<file path="src/rtl/cute_lock_state_reg_param.sv">
// rtl/cute_lock_state_reg_param.sv - key-locked, time-windowed state register for FSM obfuscation
module cute_lock_state_reg_param #(
  parameter int                          STATE_W     = 3,
  parameter int                          KEY_W       = 12,
  parameter int                          NUM_KEYS    = 4,
  parameter int                          WINDOW      = 12,
  parameter logic [NUM_KEYS*KEY_W-1:0]   KEYS        = {12'd2484, 12'd3451, 12'd58, 12'd2213},
  parameter logic [NUM_KEYS*STATE_W-1:0] DECOYS      = {3'd5, 3'd4, 3'd7, 3'd1},
  parameter logic [STATE_W-1:0]          RESET_STATE = STATE_W'(1),
  parameter int                          FAIL_LIMIT  = 0,
  localparam int                         SLOT_W      = (NUM_KEYS > 1) ? $clog2(NUM_KEYS) : 1,
  localparam int                         CNT_W       = (NUM_KEYS * WINDOW > 1) ? $clog2(NUM_KEYS * WINDOW) : 1
) (
  input  logic               clk,
  input  logic               rst,
  input  logic               en,
  input  logic [KEY_W-1:0]   keyinput,
  input  logic [STATE_W-1:0] nx_state,
  output logic [STATE_W-1:0] pr_state,
  output logic [SLOT_W-1:0]  slot,
  output logic               key_match,
  output logic [7:0]         fail_cnt,
  output logic               locked_out
);

  localparam int TERM = NUM_KEYS * WINDOW - 1;

  generate
    if (NUM_KEYS < 1 || WINDOW < 1 || STATE_W < 1) begin : g_bad_params
      $error("cute_lock_state_reg_param: NUM_KEYS, WINDOW and STATE_W must all be >= 1");
    end
  endgenerate

  logic [CNT_W-1:0]   r_cnt;
  logic [STATE_W-1:0] r_state;
  logic [7:0]         r_fail;
  logic               r_locked;

  logic [KEY_W-1:0]   w_keys   [NUM_KEYS];
  logic [STATE_W-1:0] w_decoys [NUM_KEYS];
  logic [SLOT_W-1:0]  w_slot;
  logic               w_match;
  logic [7:0]         w_fail_next;
  logic               w_lock_next;

  for (genvar g = 0; g < NUM_KEYS; g++) begin : g_unpack
    assign w_keys[g]   = KEYS[g*KEY_W +: KEY_W];
    assign w_decoys[g] = DECOYS[g*STATE_W +: STATE_W];
  end

  // Divide in int so a WINDOW equal to 2**CNT_W cannot truncate to zero.
  assign w_slot  = SLOT_W'(int'(r_cnt) / WINDOW);
  assign w_match = (keyinput == w_keys[w_slot]);

  always_comb begin
    w_fail_next = r_fail;
    if (!r_locked) begin
      if (w_match)
        w_fail_next = 8'd0;
      else if (r_fail != 8'hFF)
        w_fail_next = r_fail + 8'd1;
    end
  end

  assign w_lock_next = r_locked || ((FAIL_LIMIT != 0) && (int'(w_fail_next) >= FAIL_LIMIT));

  always_ff @(negedge clk or posedge rst) begin
    if (rst) begin
      r_cnt    <= '0;
      r_state  <= RESET_STATE;
      r_fail   <= 8'd0;
      r_locked <= 1'b0;
    end else if (en) begin
      r_cnt    <= (int'(r_cnt) == TERM) ? '0 : r_cnt + 1'b1;
      r_state  <= (!r_locked && w_match) ? nx_state : w_decoys[w_slot];
      r_fail   <= w_fail_next;
      r_locked <= w_lock_next;
    end
  end

  assign pr_state   = r_state;
  assign slot       = w_slot;
  assign key_match  = w_match;
  assign fail_cnt   = r_fail;
  assign locked_out = r_locked;

endmodule

</file>
<file path="config.mk">
export PLATFORM = sky130hd
export DESIGN_NAME = cute_lock_state_reg_param
export DESIGN_NICKNAME = d
export VERILOG_FILES = /design/src/rtl/cute_lock_state_reg_param.sv
export SDC_FILE = /design/constraint.sdc
export NUM_CORES = 1
export LEC_CHECK = 0
export ABC_AREA = 1
export CAP_MARGIN = 20
export CORE_ASPECT_RATIO = 1.5
export CORE_UTILIZATION = 40
export DETAILED_ROUTE_END_ITERATION = 12
export PLACE_DENSITY = 0.66
export REMOVE_ABC_BUFFERS = 1
export SETUP_SLACK_MARGIN = 0.05
export SLEW_MARGIN = 0
export SYNTH_ARGS = -nofsm -noshare
export SYNTH_HDL_FRONTEND = slang
export SYNTH_SLANG_ARGS = --single-unit
export TNS_END_PERCENT = 30
</file>
<file path="constraint.sdc">
create_clock -name clk -period 3.8 [get_ports clk]
set_input_delay 0.38 -clock clk [delete_from_list [all_inputs] [get_ports clk]]
set_output_delay 0.38 -clock clk [all_outputs]
set_load 0.01 [all_outputs]
</file>
==> results of run 1 <==
## cell usage in the layout, fill, tap and decap left out, types with 2 or more instances in the layout
master	synthesis	final
buf_4	1	33
buf_6	0	6
clkbuf_8	0	3
clkdlybuf4s50_1	0	28
dfrtn_1	16	16
ha_1	10	6
ha_4	0	4
inv_1	31	29
inv_2	1	2
nand2_1	55	50
nand2_2	2	6
nand2_4	3	4
nand3_1	18	17
nand4_1	5	5
nor2_1	22	22
nor2_4	2	2
o21ai_0	8	6
xnor2_1	4	4
xor2_1	7	7
## routing by layer
metal  up-vias  track usage, %
met5         -               0
met1       619            20.5
li1        756               -
met2        33            32.4
met3         2            1.21
met4         0            6.48
## cell families (layout without fill, tap and decap cells)
family / count (synthesis) / in the layout / synth area share (%)
buf+inv: 36 / 103 / 9.84
simple gates: 113 / 113 / 37.2
flops: 17 / 17 / 30.0
mux: 1 / 1 / 1.58
other cells: 1 / 1 / 0.263
fa+ha+maj: 10 / 10 / 8.79
xor+xnor: 11 / 11 / 6.77
compound gates: 13 / 13 / 5.62
## power breakdown
part	internal [uW]	switching, uW	total, uW
clock	74.1	66.2	140
sequential	262	61.3	324
combinational	785	711	1500
total	1120	838	1960
## flip-flops by register name (all words and copies together), names as in the netlist
signal / count
fail_cnt: 8
r_cnt: 6
pr_state: 3
## worst max path at each step
stage | to | slack [ns] | depth (start not counted)
6_report | key_match | -0.98 | 16
5_1_grt | key_match | -1.14 | 19
4_1_cts | key_match | -1.00 | 19
3_5_place_dp | key_match | -1.20 | 19
3_3_place_gp | key_match | -1.19 | 17
2_1_floorplan | key_match | -0.97 | 14
## stage by stage
stage          TNS (ns)  power (uW)  instances  worst slack (ns)  hold WS (ns)
6_report          -1.38        1960        311            -0.978         0.444
5_1_grt           -1.72        2130        311             -1.14         0.470
4_1_cts           -1.57        1880        309             -1.00         0.452
3_5_place_dp      -2.90        1580        303             -1.20         0.448
3_3_place_gp      -2.85        1580        303             -1.19         0.442
2_1_floorplan     -1.05        1020        198            -0.971         0.472
## final cells by class
type                            instances  share of cell area [%]
Clock buffer                            3                    1.89
Clock inverter                          2                   0.401
Inverter                               31                    5.44
Multi-Input combinational cell        149                    43.1
Sequential cell                        17                    19.5
Tap cell                               42                    2.40
Timing Repair Buffer                   67                    27.2
## worst reg2reg max path, stage by stage (launching register included)
cell     delay, ns
dfrtn_1       0.41
ha_1          0.22
inv_1         0.06
nand3_2       0.06
nand2_2       0.09
nand2_4       0.07
o21ai_2       0.13
nor2_1        0.06
nor2_1        0.13
buf_6         0.17
ha_4          0.21
nor2_1        0.08
nand3_1       0.11
mux2i_4       0.20
nand3_4       0.10
buf_4         0.17
nand2_2       0.08
nand2_4       0.08
nand2_1       0.07
nand2_1       0.06
## timing repair
item	in CTS	in global routing
hold buffers	0	0
cloned	0	0
resized for setup	28	12
setup endpoints to repair	3	11
setup buffers	2	3
pin swaps	6	12
==> metrics.md, run 1 <==
| Metric | Value |
|---|---|
| Worst hold stages | 2 |
| Die W | 50.7 um |
| Setup Skew | 0.0521 ns |
| Die area | 0.00381 mm^2 |
| Core area | 0.00342 mm^2 |
| Die H | 75.1 um |
| P&R area growth vs syn | 53.5% |
| Reg area | 427 um^2 |
| Max_cap viols | 0 |
| Number of port buffers | 31 |
| Buf/Inv on CP | 4 |
| WL final | 3.06 mm |
| Post-Syn Instances | 202 |
| Final setup fails | 3 |
| Fin. max-slew vios | 0 |
| Setup WS post-layout | -0.978 ns |
| Flops & latches, synth | 17 |
| Clk slew on worst S/H paths | 0.05 ns |
| R2r setup slk | 1.10 ns |
| Top routing layer in use | met4 |
| Util after Layout | between 60 and 70% |
| Worst path cell trace | ha_1 -> inv_1 -> nand3_2 -> nand2_2 -> nand2_4 -> o21ai_2 -> nor2_1 -> nor2_1 -> buf_6 -> ha_4 -> nor2_1 -> nand3_1 -> mux2i_4 -> nand3_4 -> inv_2 -> buf_6 |
| DR iter-0 viols | 17 |
| Number of global-route vias before repair | around 1200 |
| Yosys top cell area share | between 20 and 30% |
| Post-synthesis cell type count | 30 |
| Finished Cell Area | 0.00219 mm^2 |
| Crit path launch | r_cnt[4] |
| Drt pass-1 iters | 6 |
| Skew-Pair Late Insertion Delay | ~0.32 ns |
| Largest cells by area after synthesis | dfrtn_1 28%, nand2_1 14%, ha_1 8.8% |
| Crit Path Max Fanout | 5 |
| Most common cell in the netlist | nand2_1 |
| Clk buf depth | 2 |
| Routed wire length per instance | 9.85 um |
| RR Endpoint | fail_cnt[2] |
| Initial antenna violation count | 0 |
| Met3 routed WL | 81 um |
| Pin count of the biggest net entering global routing | 18 |
| Post-DP Area | 0.00201 mm^2 |
| Critical Path AT | 4.40 ns |
| Final Hold Violating Endpoints | 0 |
| Vias per Instance | 4.53 |
| Post-synthesis average cell area | 7.05 um^2 |
| Seq/Total Area, Yosys | 30.0% |
| Post-synth ARST share | 100% |
| Multi-input gate area | approximately 940 um^2 |
| Clk sinks | 17 |
| Maximum VDD drop | 0.833 mV |
| Diodes inserted | 0 |
| Share of cells above drive strength 1 | 26.4% |
| Worst path max stage delay | 0.41 ns |
| Synth warn | 0 |
| Drt drc | 0 |
| Met2 WL | 1.61 mm |
| Synthesized area | around 0.0014 mm^2 |
| Failing checks | setup timing |
| Top cells by count, synth | 55 x nand2_1, 31 x inv_1, 22 x nor2_1, 18 x nand3_1, 16 x dfrtn_1 |
| Worst Setup End Kind | output pin |
| Hold path startpoint | pr_state[2] |
| Status | finished, violations left |
| Post-synth EDFFs | 0 |
| Fillers | 318 |
| Final net count | slightly below 300 |
| Global Route Usage Sum | 17.3% |
| Leakage power | 0.00109 uW |
| Wl on met1 | 1.34 mm |
| Num rows | 26 |
| R2r startpoint | r_cnt[4] |
| TritonCTS clock tree | built |
| Setup CP Type | reg -> out |
| H-Tree Depth | 1 |
| Overflow after GRT | 0 |
| Pwr Density | about 900 mW/mm^2 |
| CTS Buf Count | 3 |
| Number of I/O pins | 33 |
| Synth area leader | dfrtn_1 |
| Crit start category | flop |
| First-pass GRT wire length | 5.07 mm |
| Crit path max-delay cell type | dfrtn_1 |
| DR vias | around 1400 |
| Critical path's most frequent cell | nor2_1 |
| Dpl hpwl | approximately 2.4 mm |
| CP Data Required Time | 3.42 ns |
| Final ANT Viol Nets | 0 |
| Post-synth top flop | dfrtn_1 |
| Initial Util | about two fifths |
| Hold WC Path Type | reg -> reg |
| GP Congestion | 0.767 |
| Cell family with most CP delay | simple AND/OR/NAND/NOR gates |
| Root Driver | clkbuf_8 |
| RSZ-0062 raised after global routing | true |
| Reg2reg path depth | 19 |
| Hold EP | pr_state[2] |
Note: power is estimated with default switching activity, not from simulation.
==> run 2: changes to the inputs <==
--- a/config.mk
+++ b/config.mk
@@ -10,7 +10,7 @@
 export CORE_ASPECT_RATIO = 1.5
 export CORE_UTILIZATION = 40
 export DETAILED_ROUTE_END_ITERATION = 12
-export PLACE_DENSITY = 0.66
+export PLACE_DENSITY = 0.69
 export REMOVE_ABC_BUFFERS = 1
 export SETUP_SLACK_MARGIN = 0.05
 export SLEW_MARGIN = 0
==> constraint.sdc (replaced) <==
create_clock -name clk -period 4 [get_ports clk]
set_input_delay 0.4 -clock clk [delete_from_list [all_inputs] [get_ports clk]]
set_output_delay 0.4 -clock clk [all_outputs]
set_load 0.01 [all_outputs]
==> run 2 against run 1 <==
  * The run still ends with setup timing left
  * Critical path type unchanged
  * Sequential power down 2%
  * Routed wire length up 17%
  * Critical endpoint unchanged
  * Sequential cell count is the same
  * Largest power group unchanged
  * Core utilization up 2.6 points
  * Critical path depth unchanged
==> metrics.md, run 2 (synthesis results as in run 1) <==
| Metric | Value |
|---|---|
| Clk buf depth | 2 |
| CTS Buf Count | 3 |
| Core area | between 0.003 and 0.004 mm^2 |
| Final Hold Violating Endpoints | 0 |
| TNS Setup | -1.25 ns |
| Routed wire length per instance | 11.6 um |
| Worst path cell trace | ha_4 -> inv_2 -> nand3_2 -> nand2_2 -> nand2_4 -> o21ai_2 -> nor2_1 -> nor2_1 -> buf_6 -> ha_4 -> nor2_4 -> nand3_2 -> mux2i_4 -> nand3_4 -> inv_2 -> buf_6 |
| Num rows | 26 |
| Final setup fails | 2 |
| Pwr Density | 853 mW/mm^2 |
| Setup WS post-layout | -0.919 ns |
| Dpl hpwl | roughly 2.5 mm |
| Pwr Total | about 1900 uW |
| Worst path max stage delay | ~0.47 ns |
| Status | finished, violations left |
| Failing checks | setup timing |
| Number of port buffers | 31 |
| Die W | 50.7 um |
| Drt pass-1 iters | 4 |
| Die area | 0.00381 mm^2 |
| Hold WC Path Type | reg -> reg |
| Met1 usage | 21.9% |
| Skew-Pair Late Insertion Delay | approximately 0.33 ns |
| Share of cells above drive strength 1 | 30.3% |
| Commonest cells after routing, fill and taps aside | 46 x nand2_1, 30 x buf_4, 28 x inv_1 |
| Leakage power | 0.00119 uW |
| Drt drc | 0 |
| Clk sinks | 17 |
| Diodes inserted | 0 |
| Fillers | roughly 280 |
| DR vias | 1466 |
| WL final | about 3.6 mm |
| GP Congestion | roughly 0.79 |
| Final net count | 296 |
| Crit path max-delay cell type | dfrtn_1 |
| GR peak layer | met2 |
| First-pass GRT wire length | 5.53 mm |
| Crit start category | flop |
| Critical Path AT | 4.52 ns |
| Global Route Usage Sum | 18.9% |
| Most common cell after layout, fill and taps aside | nand2_1 |
| DR iter-0 viols | 26 |
| Maximum VDD drop | 0.703 mV |
| Final ANT Viol Nets | 0 |
| CP Data Required Time | around 3.6 ns |
| Vias per Instance | 4.74 |
| Die H | 75.1 um |
| Clk slew on worst S/H paths | 0.05 ns |
| Number of global-route vias before repair | between 1000 and 1500 |
| Initial antenna violation count | 0 |
| Max reg flops | 8 |
| RSZ-0062 raised after global routing | true |
| Root Driver | clkbuf_8 |
| Number of I/O pins | 33 |
| Worst hold margin | between 0.4 and 0.5 ns |
| Global-route track usage on met3 | 1.21% |
| P&R area growth vs syn | 59.8% |
| TritonCTS clock tree | built |
| Initial Util | between 40% and 50% |
| Pin count of the biggest net entering global routing | 18 |
| H-Tree Depth | 1 |
| Overflow after GRT | 0 |
| Fin. max-slew vios | 0 |
| Met2 GRT Util | 35.3% |
| Worst Setup End Kind | output pin |
| Max_cap viols | 0 |
| Crit Path Max Fanout | 5 |
| Setup CP Type | reg -> out |
| Setup Skew | about 0.052 ns |
[run 2: cell types whose count changed in the layout (fill, tap and decap cells not counted), moves of 2 or more]
| cell | change |
|---|---|
| nand2_2 | +2 |
| ha_1 | -2 |
| inv_2 | +2 |
| nand3_1 | -2 |
| dlymetal6s2s_1 | +10 |
| nor2_4 | +2 |
| nor2_1 | -3 |
| buf_4 | -3 |
| nand2_1 | -4 |
| clkdlybuf4s50_1 | -11 |
| nand3_2 | +2 |
[run 2: timing repair]
item,4_1_cts,5_1_grt
setup endpoints to repair,3,11
hold buffers,0,0
setup buffers,3,3
pin swaps,14,21
gates resized for setup,36,33
[run 2: layout make-up]
cell class                      instances  area [um^2]  share of cell area, %
Multi-Input combinational cell        149         1020                   44.8
Timing Repair Buffer                   65          608                   26.7
Sequential cell                        17          427                   18.8
Inverter                               31          119                   5.23
Tap cell                               42         52.6                   2.31
Clock buffer                            3         41.3                   1.82
Clock inverter                          2         7.51                  0.330
[run 2: where the power goes]
group	switching (uW)	total, uW	internal [uW]
Clock	66.4	136	69.7
Sequential	68.8	318	249
Combinational	723	1490	764
Total	858	1940	1080
[run 2: stage by stage]
stage | cells | cell area (um^2) | util [%] | setup slack (ns)
after detailed placement | 299 | 1980 | 57.9 | -1.13
after global routing | 309 | 2270 | 66.6 | -1.07
after CTS | 306 | 2130 | 62.3 | -0.955
after global placement | 299 | 1980 | 57.9 | -1.06
after floorplan | 198 | 1400 | - | -0.891
final | 309 | 2270 | 66.6 | -0.919
[run 2: path summary, 6_finish.rpt]
path | startpoint | cells after the start | endpoint | slack (ns)
hold reg to reg | pr_state[1] | 2 | pr_state[1] | 0.44
max in group asynchronous | rst | 3 | pr_state[0] | 1.36
hold / removal | pr_state[1] | 2 | pr_state[1] | 0.44
setup / recovery | r_cnt[4] | 16 | key_match | -0.92
setup reg to reg | r_cnt[4] | 21 | fail_cnt[4] | 1.07
min in group asynchronous | rst | 3 | r_cnt[3] | 2.32
[run 2: routing by layer]
metal / wire length, um / part of all wire, % / up-vias
li1: - / - / 753
met1: 1450 / 40 / 668
met2: 1960 / 54 / 36
met3: 89 / 2.5 / 9
met4: 95 / 2.6 / 0
met5: 0 / 0 / -
[run 2: critical path, delay by kind of cell, from the launching register on]
kind	cells	cell delay (ns)
adders and majority gates	2	0.44
AOI/OAI and AO/OA	1	0.11
DFF	1	0.47
and+or+nand+nor	8	0.68
muxes	1	0.20
buffers and inverters	4	0.36
